### config.mk
export PLATFORM = sky130hd
export DESIGN_NAME = fused_triple_mult_seq_flat
export DESIGN_NICKNAME = d
export VERILOG_FILES = /design/src/rtl/fused_triple_mult_seq_if.sv /design/src/rtl/fused_triple_mult_seq.sv /design/src/flat_wrapper.sv
export SDC_FILE = /design/constraint.sdc
export NUM_CORES = 1
export LEC_CHECK = 0
export BUFFER_PORTS_ARGS = -buffer_cell sky130_fd_sc_hd__buf_2
export CAP_MARGIN = 5
export CORE_MARGIN = 4
export CORE_UTILIZATION = 55
export DETAILED_ROUTE_END_ITERATION = 8
export PLACE_DENSITY = 0.77
export SLEW_MARGIN = 0
export SYNTH_ARGS = -nofsm -noshare
export SYNTH_HDL_FRONTEND = slang
export SYNTH_SLANG_ARGS = --single-unit
### constraint.sdc
create_clock -name clk -period 6.3 [get_ports clk]
set_input_delay 0 -clock clk [delete_from_list [all_inputs] [get_ports clk]]
set_output_delay 0 -clock clk [all_outputs]
set_load 0.05 [all_outputs]
### src/rtl/fused_triple_mult_seq_if.sv
// Operand/result handshake bundle for the sequential fused triple multiplier.
//   in_valid/in_ready/inA/inB/inC : operand triple handshake {sign,exp,man}
//   out_valid/out_ready/out       : result handshake, result held until taken
// master = operand producer / result consumer, slave = the multiplier.
interface fused_triple_mult_seq_if #(
  parameter int EXP_W = 8,
  parameter int MAN_W = 23
);
  localparam int W = 1 + EXP_W + MAN_W;

  logic         in_valid;
  logic         in_ready;
  logic [W-1:0] inA;
  logic [W-1:0] inB;
  logic [W-1:0] inC;
  logic         out_valid;
  logic         out_ready;
  logic [W-1:0] out;

  modport master (
    output in_valid, inA, inB, inC, out_ready,
    input  in_ready, out_valid, out
  );

  modport slave (
    input  in_valid, inA, inB, inC, out_ready,
    output in_ready, out_valid, out
  );
endinterface

### src/rtl/fused_triple_mult_seq.sv
// Sequential fused triple multiplier: out = A*B*C with one exponent adjust and
// one truncation at the end. Two radix-2 shift-add passes (sigA*sigB, then
// *sigC) at full width, then a single normalise/pack cycle.
//   clk : rising-edge clock
//   rst : asynchronous active-high reset
//   bus : operand/result handshake (slave side of fused_triple_mult_seq_if)
//
// state | meaning
// IDLE  | in_ready=1, waiting for an operand triple
// MUL1  | SIG_W cycles: P1 = sigA*sigB, one multiplier bit per cycle, LSB first
// MUL2  | SIG_W cycles: P2 = P1*sigC, full 3*SIG_W width
// NORM  | normalise, pack, special cases into the result register
// DONE  | out_valid=1, result held until out_ready
module fused_triple_mult_seq #(
  parameter int EXP_W = 8,
  parameter int MAN_W = 23
) (
  input  logic                    clk,
  input  logic                    rst,
  fused_triple_mult_seq_if.slave  bus
);
  localparam int SIG_W = MAN_W + 1;
  localparam int W     = 1 + EXP_W + MAN_W;
  localparam int PW    = 3 * SIG_W;
  localparam int EW    = EXP_W + 3;
  localparam int BIAS  = 2**(EXP_W-1) - 1;
  localparam int CW    = $clog2(SIG_W) + 1;

  typedef enum logic [2:0] {IDLE, MUL1, MUL2, NORM, DONE} state_t;

  state_t                state_q, state_d;
  logic [CW-1:0]         cnt_q, cnt_d;
  logic [PW-1:0]         acc_q, acc_d;
  logic [PW-1:0]         mcand_q, mcand_d;
  logic [SIG_W-1:0]      mplier_q, mplier_d;
  logic [SIG_W-1:0]      sig_c_q, sig_c_d;
  logic                  sign_q, sign_d;
  logic                  nan_q, nan_d;
  logic                  inf_q, inf_d;
  logic                  zero_q, zero_d;
  logic signed [EW-1:0]  e_sum_q, e_sum_d;
  logic [W-1:0]          out_q, out_d;

  function automatic logic f_zero(input logic [W-1:0] x);
    return x[W-2 -: EXP_W] == '0;
  endfunction

  function automatic logic f_inf(input logic [W-1:0] x);
    return (x[W-2 -: EXP_W] == '1) && (x[MAN_W-1:0] == '0);
  endfunction

  function automatic logic f_nan(input logic [W-1:0] x);
    return (x[W-2 -: EXP_W] == '1) && (x[MAN_W-1:0] != '0);
  endfunction

  // Denormals are flushed: a zero exponent yields a zero significand.
  function automatic logic [SIG_W-1:0] f_sig(input logic [W-1:0] x);
    return f_zero(x) ? '0 : {1'b1, x[MAN_W-1:0]};
  endfunction

  function automatic logic signed [EW-1:0] f_exp(input logic [W-1:0] x);
    return $signed({3'b000, x[W-2 -: EXP_W]});
  endfunction

  logic [PW-1:0]        acc_add;
  logic [1:0]           k;
  logic [MAN_W-1:0]     man_fin;
  logic signed [EW-1:0] e_fin;

  always_comb begin
    acc_add = mplier_q[0] ? acc_q + mcand_q : acc_q;

    // P2 lies in [1,8) * 2**(3*MAN_W); k places the leading one at bit 3*MAN_W.
    if (acc_q[PW-1]) begin
      k       = 2'd2;
      man_fin = acc_q[PW-2 -: MAN_W];
    end else if (acc_q[PW-2]) begin
      k       = 2'd1;
      man_fin = acc_q[PW-3 -: MAN_W];
    end else begin
      k       = 2'd0;
      man_fin = acc_q[PW-4 -: MAN_W];
    end
    e_fin = e_sum_q + $signed({{(EW-2){1'b0}}, k});

    state_d  = state_q;
    cnt_d    = cnt_q;
    acc_d    = acc_q;
    mcand_d  = mcand_q;
    mplier_d = mplier_q;
    sig_c_d  = sig_c_q;
    sign_d   = sign_q;
    nan_d    = nan_q;
    inf_d    = inf_q;
    zero_d   = zero_q;
    e_sum_d  = e_sum_q;
    out_d    = out_q;

    case (state_q)
      IDLE: begin
        if (bus.in_valid) begin
          acc_d    = '0;
          mcand_d  = PW'(f_sig(bus.inA));
          mplier_d = f_sig(bus.inB);
          sig_c_d  = f_sig(bus.inC);
          cnt_d    = CW'(SIG_W - 1);
          sign_d   = bus.inA[W-1] ^ bus.inB[W-1] ^ bus.inC[W-1];
          nan_d    = f_nan(bus.inA) | f_nan(bus.inB) | f_nan(bus.inC);
          inf_d    = f_inf(bus.inA) | f_inf(bus.inB) | f_inf(bus.inC);
          zero_d   = f_zero(bus.inA) | f_zero(bus.inB) | f_zero(bus.inC);
          e_sum_d  = f_exp(bus.inA) + f_exp(bus.inB) + f_exp(bus.inC)
                     - $signed(EW'(2 * BIAS));
          state_d  = MUL1;
        end
      end
      MUL1, MUL2: begin
        acc_d    = acc_add;
        mcand_d  = mcand_q << 1;
        mplier_d = mplier_q >> 1;
        cnt_d    = cnt_q - 1'b1;
        if (cnt_q == '0) begin
          if (state_q == MUL1) begin
            // P1 becomes the multiplicand of the second pass.
            mcand_d  = acc_add;
            acc_d    = '0;
            mplier_d = sig_c_q;
            cnt_d    = CW'(SIG_W - 1);
            state_d  = MUL2;
          end else begin
            state_d  = NORM;
          end
        end
      end
      NORM: begin
        if (nan_q || (inf_q && zero_q))
          out_d = {sign_q, {EXP_W{1'b1}}, 1'b1, {(MAN_W-1){1'b0}}};
        else if (inf_q)
          out_d = {sign_q, {EXP_W{1'b1}}, {MAN_W{1'b0}}};
        else if (zero_q)
          out_d = {sign_q, {(W-1){1'b0}}};
        else if (e_fin >= $signed(EW'(2**EXP_W - 1)))
          out_d = {sign_q, {EXP_W{1'b1}}, {MAN_W{1'b0}}};
        else if (e_fin <= $signed(EW'(0)))
          out_d = {sign_q, {(W-1){1'b0}}};
        else
          out_d = {sign_q, e_fin[EXP_W-1:0], man_fin};
        state_d = DONE;
      end
      DONE: begin
        if (bus.out_ready) state_d = IDLE;
      end
      default: state_d = IDLE;
    endcase
  end

  always_ff @(posedge clk or posedge rst) begin
    if (rst) begin
      state_q  <= IDLE;
      cnt_q    <= '0;
      acc_q    <= '0;
      mcand_q  <= '0;
      mplier_q <= '0;
      sig_c_q  <= '0;
      sign_q   <= 1'b0;
      nan_q    <= 1'b0;
      inf_q    <= 1'b0;
      zero_q   <= 1'b0;
      e_sum_q  <= '0;
      out_q    <= '0;
    end else begin
      state_q  <= state_d;
      cnt_q    <= cnt_d;
      acc_q    <= acc_d;
      mcand_q  <= mcand_d;
      mplier_q <= mplier_d;
      sig_c_q  <= sig_c_d;
      sign_q   <= sign_d;
      nan_q    <= nan_d;
      inf_q    <= inf_d;
      zero_q   <= zero_d;
      e_sum_q  <= e_sum_d;
      out_q    <= out_d;
    end
  end

  assign bus.in_ready  = (state_q == IDLE);
  assign bus.out_valid = (state_q == DONE);
  assign bus.out       = out_q;

endmodule
### src/flat_wrapper.sv
// flat-port wrapper written by rule: the top's interface ports become plain ports
module fused_triple_mult_seq_flat 
#(
  parameter int EXP_W = 8,
  parameter int MAN_W = 23
)
  (clk, rst, bus_in_valid, bus_inA, bus_inB, bus_inC, bus_out_ready, bus_in_ready, bus_out_valid, bus_out);
  fused_triple_mult_seq_if #(.EXP_W(EXP_W), .MAN_W(MAN_W)) bus_i ();
  input  logic clk;
  input  logic rst;
  input wire logic [$bits(bus_i.in_valid)-1:0] bus_in_valid;
  input wire logic [$bits(bus_i.inA)-1:0] bus_inA;
  input wire logic [$bits(bus_i.inB)-1:0] bus_inB;
  input wire logic [$bits(bus_i.inC)-1:0] bus_inC;
  input wire logic [$bits(bus_i.out_ready)-1:0] bus_out_ready;
  output wire logic [$bits(bus_i.in_ready)-1:0] bus_in_ready;
  output wire logic [$bits(bus_i.out_valid)-1:0] bus_out_valid;
  output wire logic [$bits(bus_i.out)-1:0] bus_out;
  assign bus_i.in_valid = bus_in_valid;
  assign bus_i.inA = bus_inA;
  assign bus_i.inB = bus_inB;
  assign bus_i.inC = bus_inC;
  assign bus_i.out_ready = bus_out_ready;
  assign bus_in_ready = bus_i.in_ready;
  assign bus_out_valid = bus_i.out_valid;
  assign bus_out = bus_i.out;
  fused_triple_mult_seq #(.EXP_W(EXP_W), .MAN_W(MAN_W)) u_core (.clk(clk), .rst(rst), .bus(bus_i));
endmodule
# Yosys cells after proc, flatten, opt, wreduce, memory -nomap -nowiden
# Cells that the tools add are included.
[totals]
ff_bits = 248
input_bits = 100
out_inout_bits = 34
word_cells = 96
[op_classes]
addsub = 6
order_cmp = 2
eq_ne = 10
mux = 34
bitwise_logic = 8
n_reduce_logical = 24
[ops]
columns = ["cell", "count"]
rows = [
  ["$mux W72", 7],
  ["$pmux W72 S2", 2],
  ["$mux W31", 5],
  ["$mux W24", 6],
  ["$add A72 B72 Y72", 1],
  ["$logic_not A23 Y1", 3],
  ["$reduce_bool A23 Y1", 3],
  ["$pmux W24 S2", 1],
  ["$mux W23", 2],
  ["$eq A8 B8 Y1 const B", 3],
  ["$logic_not A8 Y1", 3],
  ["$mux W6", 3],
  ["$pmux W3 S4", 1],
  ["$pmux W6 S2", 1],
  ["$add A11 B3 Y11", 1],
  ["$add A11 B9 Y11", 1],
  ["$ge A11 B9 Y1 const B", 1],
  ["$le A11 B1 Y1 const B", 1],
  ["$sub A11 B9 Y11 const B", 1],
  ["$add A8 B8 Y9", 1],
  ["$mux W3", 3],
  ["$logic_and A1 B1 Y1", 7],
  ["$eq A3 B2 Y1 const B", 2],
  ["$logic_not A6 Y1", 1],
  ["other kinds (15)", 24],
]

# Logic depth before layout (Yosys ltp)
[depth]
ltp_word = 9
ltp_mapped = 18
mapped_depth_nobuf = 18

# Least setup slack after synthesis
# Ideal clock, no wire load.
[synth_timing]
kind = "register -> register"
start = "register u_core.acc_q[70]"
end = "register u_core.out_q[0], in the netlist u_core.bus.out[0]"
setup_time_ps = 83
t_arrival_ps = 3208
t_required_ps = 6217
path_slack_ps = 3010
path_stages_with_launch = 16
path_buffers = 3
synth_period_minus_slack_ps = 3290
cell_sequence = "dfrtp_1 > clkbuf_1 > buf_1 > nor2b_1 > ha_1 > fa_1 > nand2_1 > nor2_1 > and2_1 > nand3_1 > xor2_1 > nand2b_1 > a31oi_1 > nand3b_1 > clkbuf_1 > o21ai_0"
[synth_via]
elab_chain_len = 9
word_cells_on_any_way = 12
classes_between = "add/sub: 1; order compare: 2; mux: 9"
[synth_lines]
columns = ["item", "line", "source"]
rows = [
  ["from (decl)", "fused_triple_mult_seq.sv:33", "logic [PW-1:0] acc_q, acc_d;"],
  ["from (signal assigned)", "fused_triple_mult_seq.sv:160", "acc_q <= '0;"],
  ["from (signal assigned)", "fused_triple_mult_seq.sv:173", "acc_q <= acc_d;"],
  ["$mux W1", "fused_triple_mult_seq.sv:77", "end else if (acc_q[PW-2]) begin"],
  ["$mux W2", "fused_triple_mult_seq.sv:74", "if (acc_q[PW-1]) begin"],
  ["$add A11 B3 Y11", "fused_triple_mult_seq.sv:84", "e_fin = e_sum_q + $signed({{(EW-2){1'b0}}, k});"],
  ["$le A11 B1 Y1", "fused_triple_mult_seq.sv:143", "else if (e_fin <= $signed(EW'(0)))"],
  ["$mux W31", "fused_triple_mult_seq.sv:143", ""],
  ["$mux W31 (*)", "fused_triple_mult_seq.sv:141", "else if (e_fin >= $signed(EW'(2**EXP_W - 1)))"],
  ["$mux W31 (*)", "fused_triple_mult_seq.sv:139", "else if (zero_q)"],
  ["$mux W31 (*)", "fused_triple_mult_seq.sv:137", "else if (inf_q)"],
  ["$mux W31 (*)", "fused_triple_mult_seq.sv:135", "if (nan_q || (inf_q && zero_q))"],
  ["to (signal assigned)", "fused_triple_mult_seq.sv:182", "out_q <= out_d;"],
  ["to (decl)", "fused_triple_mult_seq.sv:42", "logic [W-1:0] out_q, out_d;"],
]
# Every way passes the cells marked *; elsewhere a longest branch is shown, timed or not.
# A chain may end at the register's enable or synchronous reset.

# Worst setup path after layout
[layout_timing]
start = "register u_core.mcand_q[0]"
end = "register u_core.mcand_q[70]"
[layout_via]
elab_chain_len = 5
[layout_lines]
columns = ["item", "line", "source"]
rows = [
  ["from (decl)", "fused_triple_mult_seq.sv:34", "logic [PW-1:0] mcand_q, mcand_d;"],
  ["from (signal assigned)", "fused_triple_mult_seq.sv:174", "mcand_q <= mcand_d;"],
  ["$add A72 B72 Y72", "fused_triple_mult_seq.sv:71", "acc_add = mplier_q[0] ? acc_q + mcand_q : acc_q;"],
  ["$mux W72", "fused_triple_mult_seq.sv:71", ""],
  ["$mux W72", "fused_triple_mult_seq.sv:122", "if (state_q == MUL1) begin"],
  ["$mux W72", "fused_triple_mult_seq.sv:121", "if (cnt_q == '0) begin"],
  ["$pmux W72 S2", "fused_triple_mult_seq.sv:99", "case (state_q)"],
]
# No other way between the ends.

==> results.yml <==
critical_path:
  cp-end-kind: "flip-flop"
  path_delay_family: "compound AO/OA/AOI/OAI gates"
  worst_path_max_delay_cell: "nor3_1"
  slowest_delay_ps: 670
  critPathKind: "flip-flop to flip-flop"
  crit_required_ps: 6670
  startpoint_type: "flip-flop"
  cp_max_fo: 4
  worst_ep_arrival_time_ps: 4360
  crit_buf_inv: 0
  worstPathCellList: "ha_1, fa_1, a21o_1, a31o_2, a31oi_1, a2111oi_0, nor3_1, o22ai_2, a211oi_1, o21ai_1, xnor2_1, o21ai_0"
placement:
  dp_cells: 2260
  placed_area_sq_um: 17110
  gp_congestion: 0.9198
  numPortBuffers: 133
  dpl.hpwl_microns: 30140
routing:
  wl_microns: 46420
  viasPerCell: 6.390
  post_drt_wl_per_cell_microns: 19.40
  dr.pass1.iters: 9
  drc: 1
  drt-initial-drc-count: 1656
  vias: 15280
  final_antenna_net_count: 0
timing:
  finalMaxSlewViolations: 0
  slew_headroom: 0.1057
  period_share: 0.6329
  finalClockSkew_ps: 29.40
  rsz0062_at_grt: "false"
  fin_setup_tns_ps: 0
  worstMarginPinSlew_ps: 1341
  finalHoldViolCount: 0
  setup_violations: 0
  fmax_mhz: 250.8
  final.min_clock_period_ps: 3987
global_route:
  grt_max_degree: 165
  met3_usage: 0.04204
  grt_util_met1: 0.3699
  busiest_layer: "met2"
  grt_pass1_vias: 15090
  antenna_found_initial: 1
  met2_usage: 0.4594
  globalRouteTotalUtil: 0.2749
  grt_pass1_wl_microns: 76330
  overflow: 0
finish:
  postLayoutCellArea_sq_um: 18870
  area_growth_pct: 16.14
  layout-drive-gt1-share: 0.1166
  layout.nets: 2190
  finalNonFillerCells: 2392
  post-route-util: 0.6521
clocking:
  root_buffer: "clkbuf_16"
  cts_hold_buffers: 81
  htreeDepth: 1
  clock_latency_ps: 570
  numCtsBuffers: 28
  cts_resized: 0
  cts_tree: "done"
  clkTransAtPathRegs_ps: 70
  cts_setup_buffers: 0
  clock_path_buffers: 3
  clkSinkCount: 248
logic_synthesis:
  synth_xor_xnor_area_share: 0.04998
  ys_types: 70
  synth_top_flop_cell: "dfrtp_1"
  synth_cells: 1847
  synth_top_family_by_area: "compound AO/OA/AOI/OAI gates"
  syn-num-nets: 2050
  synth_area_leaders: "dfrtp_1 (38%), ha_1 (7.6%), nand2_1 (5.8%), o21ai_0 (5.5%), a21oi_1 (5.2%)"
  ys_warn_count: 0
  synth_commonest_cells: "nand2_1 (249), dfrtp_1 (248), o21ai_0 (178)"
  avgSynthCellArea_sq_um: 8.796
  netlist.area_leader.share: 0.3820
  synth.mux.area_fraction: 0.03027
  synth.most_common_cell: "nand2_1"
  yosys_register_bits: 248
  yosys.area_share.simple: 0.1466
  synth_edf_count: 0
  synth_area_sq_um: 16250
  yosys.area.top_type: "dfrtp_1"
  synth_compound_area_frac: 0.2732
  synth_fa_ha_area_frac: 0.08117
  ys_seq_area_frac: 0.3820
  async_flop_share: 1.000
floorplanning:
  core-area_sq_um: 28940
  rows: 62
  initial_core_util: 0.5615
  ios: 134
  die-area_sq_um: 32350
  dieWidth_microns: 179.9
  die_h_microns: 179.9
pwr:
  p_sw_frac: 0.4635
  combPwrFrac: 0.538
  seqPwrFrac: 0.291
  power_density_nw_per_um2: 529.4
  finalPower_mw: 9.989
  power.switching_mw: 4.630
  ir_worst_vdd_mv: 0.3168
  p_int_mw: 5.359
  pwr-share-clk: 0.170
  p_leak_nw: 8.538
job:
  cap_violations: 0
run_status:
  status: "finished with violations"
  violations: "design-rule violations"
worst_hold_path:
  hp-class: "primary input to flip-flop"
==> through the flow <==
stage          setup WS [ps]  hold WS [ps]
6_report                2313         29.54
5_1_grt                 1972         63.43
4_1_cts                 2437         18.09
3_5_place_dp            2465        -68.97
3_3_place_gp            2567        -67.28
2_1_floorplan           3010         130.8
==> final cells by class <==
cell class / count / area (sq um)
Antenna cell: 1 / 2.502
Clock buffer: 34 / 753.2
Clock inverter: 16 / 197.7
Fill cell: 2365 / 10070
Inverter: 37 / 142.6
Multi-Input combinational cell: 1443 / 9483
Sequential cell: 248 / 6208
Tap cell: 384 / 480.5
Timing Repair Buffer: 229 / 1602
==> kinds of logic after synthesis <==
group	after synthesis
xor gates and xnor gates	91
DFF	248
muxes	48
buffers and inverters	156
adders and majority gates	103
AOI/OAI and AO/OA	666
and+or+nand+nor	535
==> per-layer routing <==
| metal | vias to the layer above | part of all wire |
|---|---|---|
| met5 | - | 0 |
| met4 | 0 | 0.030 |
| met3 | 127 | 0.073 |
| met2 | 664 | 0.47 |
| met1 | 7334 | 0.42 |
| li1 | 7159 | - |
==> power groups by stage <==
stage               Sequential (mW)  Combinational [mW]  Clock, mW
global route                   2.99                5.95       1.78
detailed placement             2.90                5.21          0
global placement               2.86                5.09          0
finish                         2.91                5.38       1.70
CTS                            2.88                5.30       1.71
floorplan                      2.95                3.90          0
==> placed cells by master, fill, tap and decap left out, drive strengths merged, types with 33 or more instances in the layout <==
cell	instances
nand2	249
dfrtp	248
o21ai	191
a21oi	172
buf	148
nor2	127
ha	99
dlygate4sd3	81
xnor2	64
a22o	57
a222oi	46
a21o	41
mux2i	39
inv	36
a221oi	36
clkbuf	34
nand4	33
==> path summary, 6_finish.rpt <==
check | depth (start not counted) | start | slack, ps | to
min | 6 | bus_inA[27] | 30 | u_core.nan_q
max | 12 | u_core.mcand_q[0] | 2310 | u_core.mcand_q[70]
max reg2reg | 12 | u_core.mcand_q[0] | 2310 | u_core.mcand_q[70]
max in group asynchronous | 5 | rst | 4610 | u_core.acc_q[71]
min reg2reg | 2 | u_core.bus.out[16] | 480 | u_core.bus.out[16]
min in group asynchronous | 4 | rst | 500 | u_core.bus.out[29]
==> tightest hold or removal path: stages <==
cell	delay, ps
buf_2	120
nand4_1	60
nor2_1	50
o21ai_0	60
a31oi_1	90
a21o_1	150
==> state kept, by name, summed over array words and instances, names as in the netlist, 3 cells and up <==
| register | count |
|---|---|
| u_core.mcand_q | 72 |
| u_core.e_sum_q | 11 |
| u_core.sig_c_q | 24 |
| u_core.bus.out | 32 |
| u_core.cnt_q | 6 |
| u_core.mplier_q | 24 |
| u_core.acc_q | 72 |
| u_core.state_q | 3 |
Note: power is estimated with default switching activity, not from simulation.
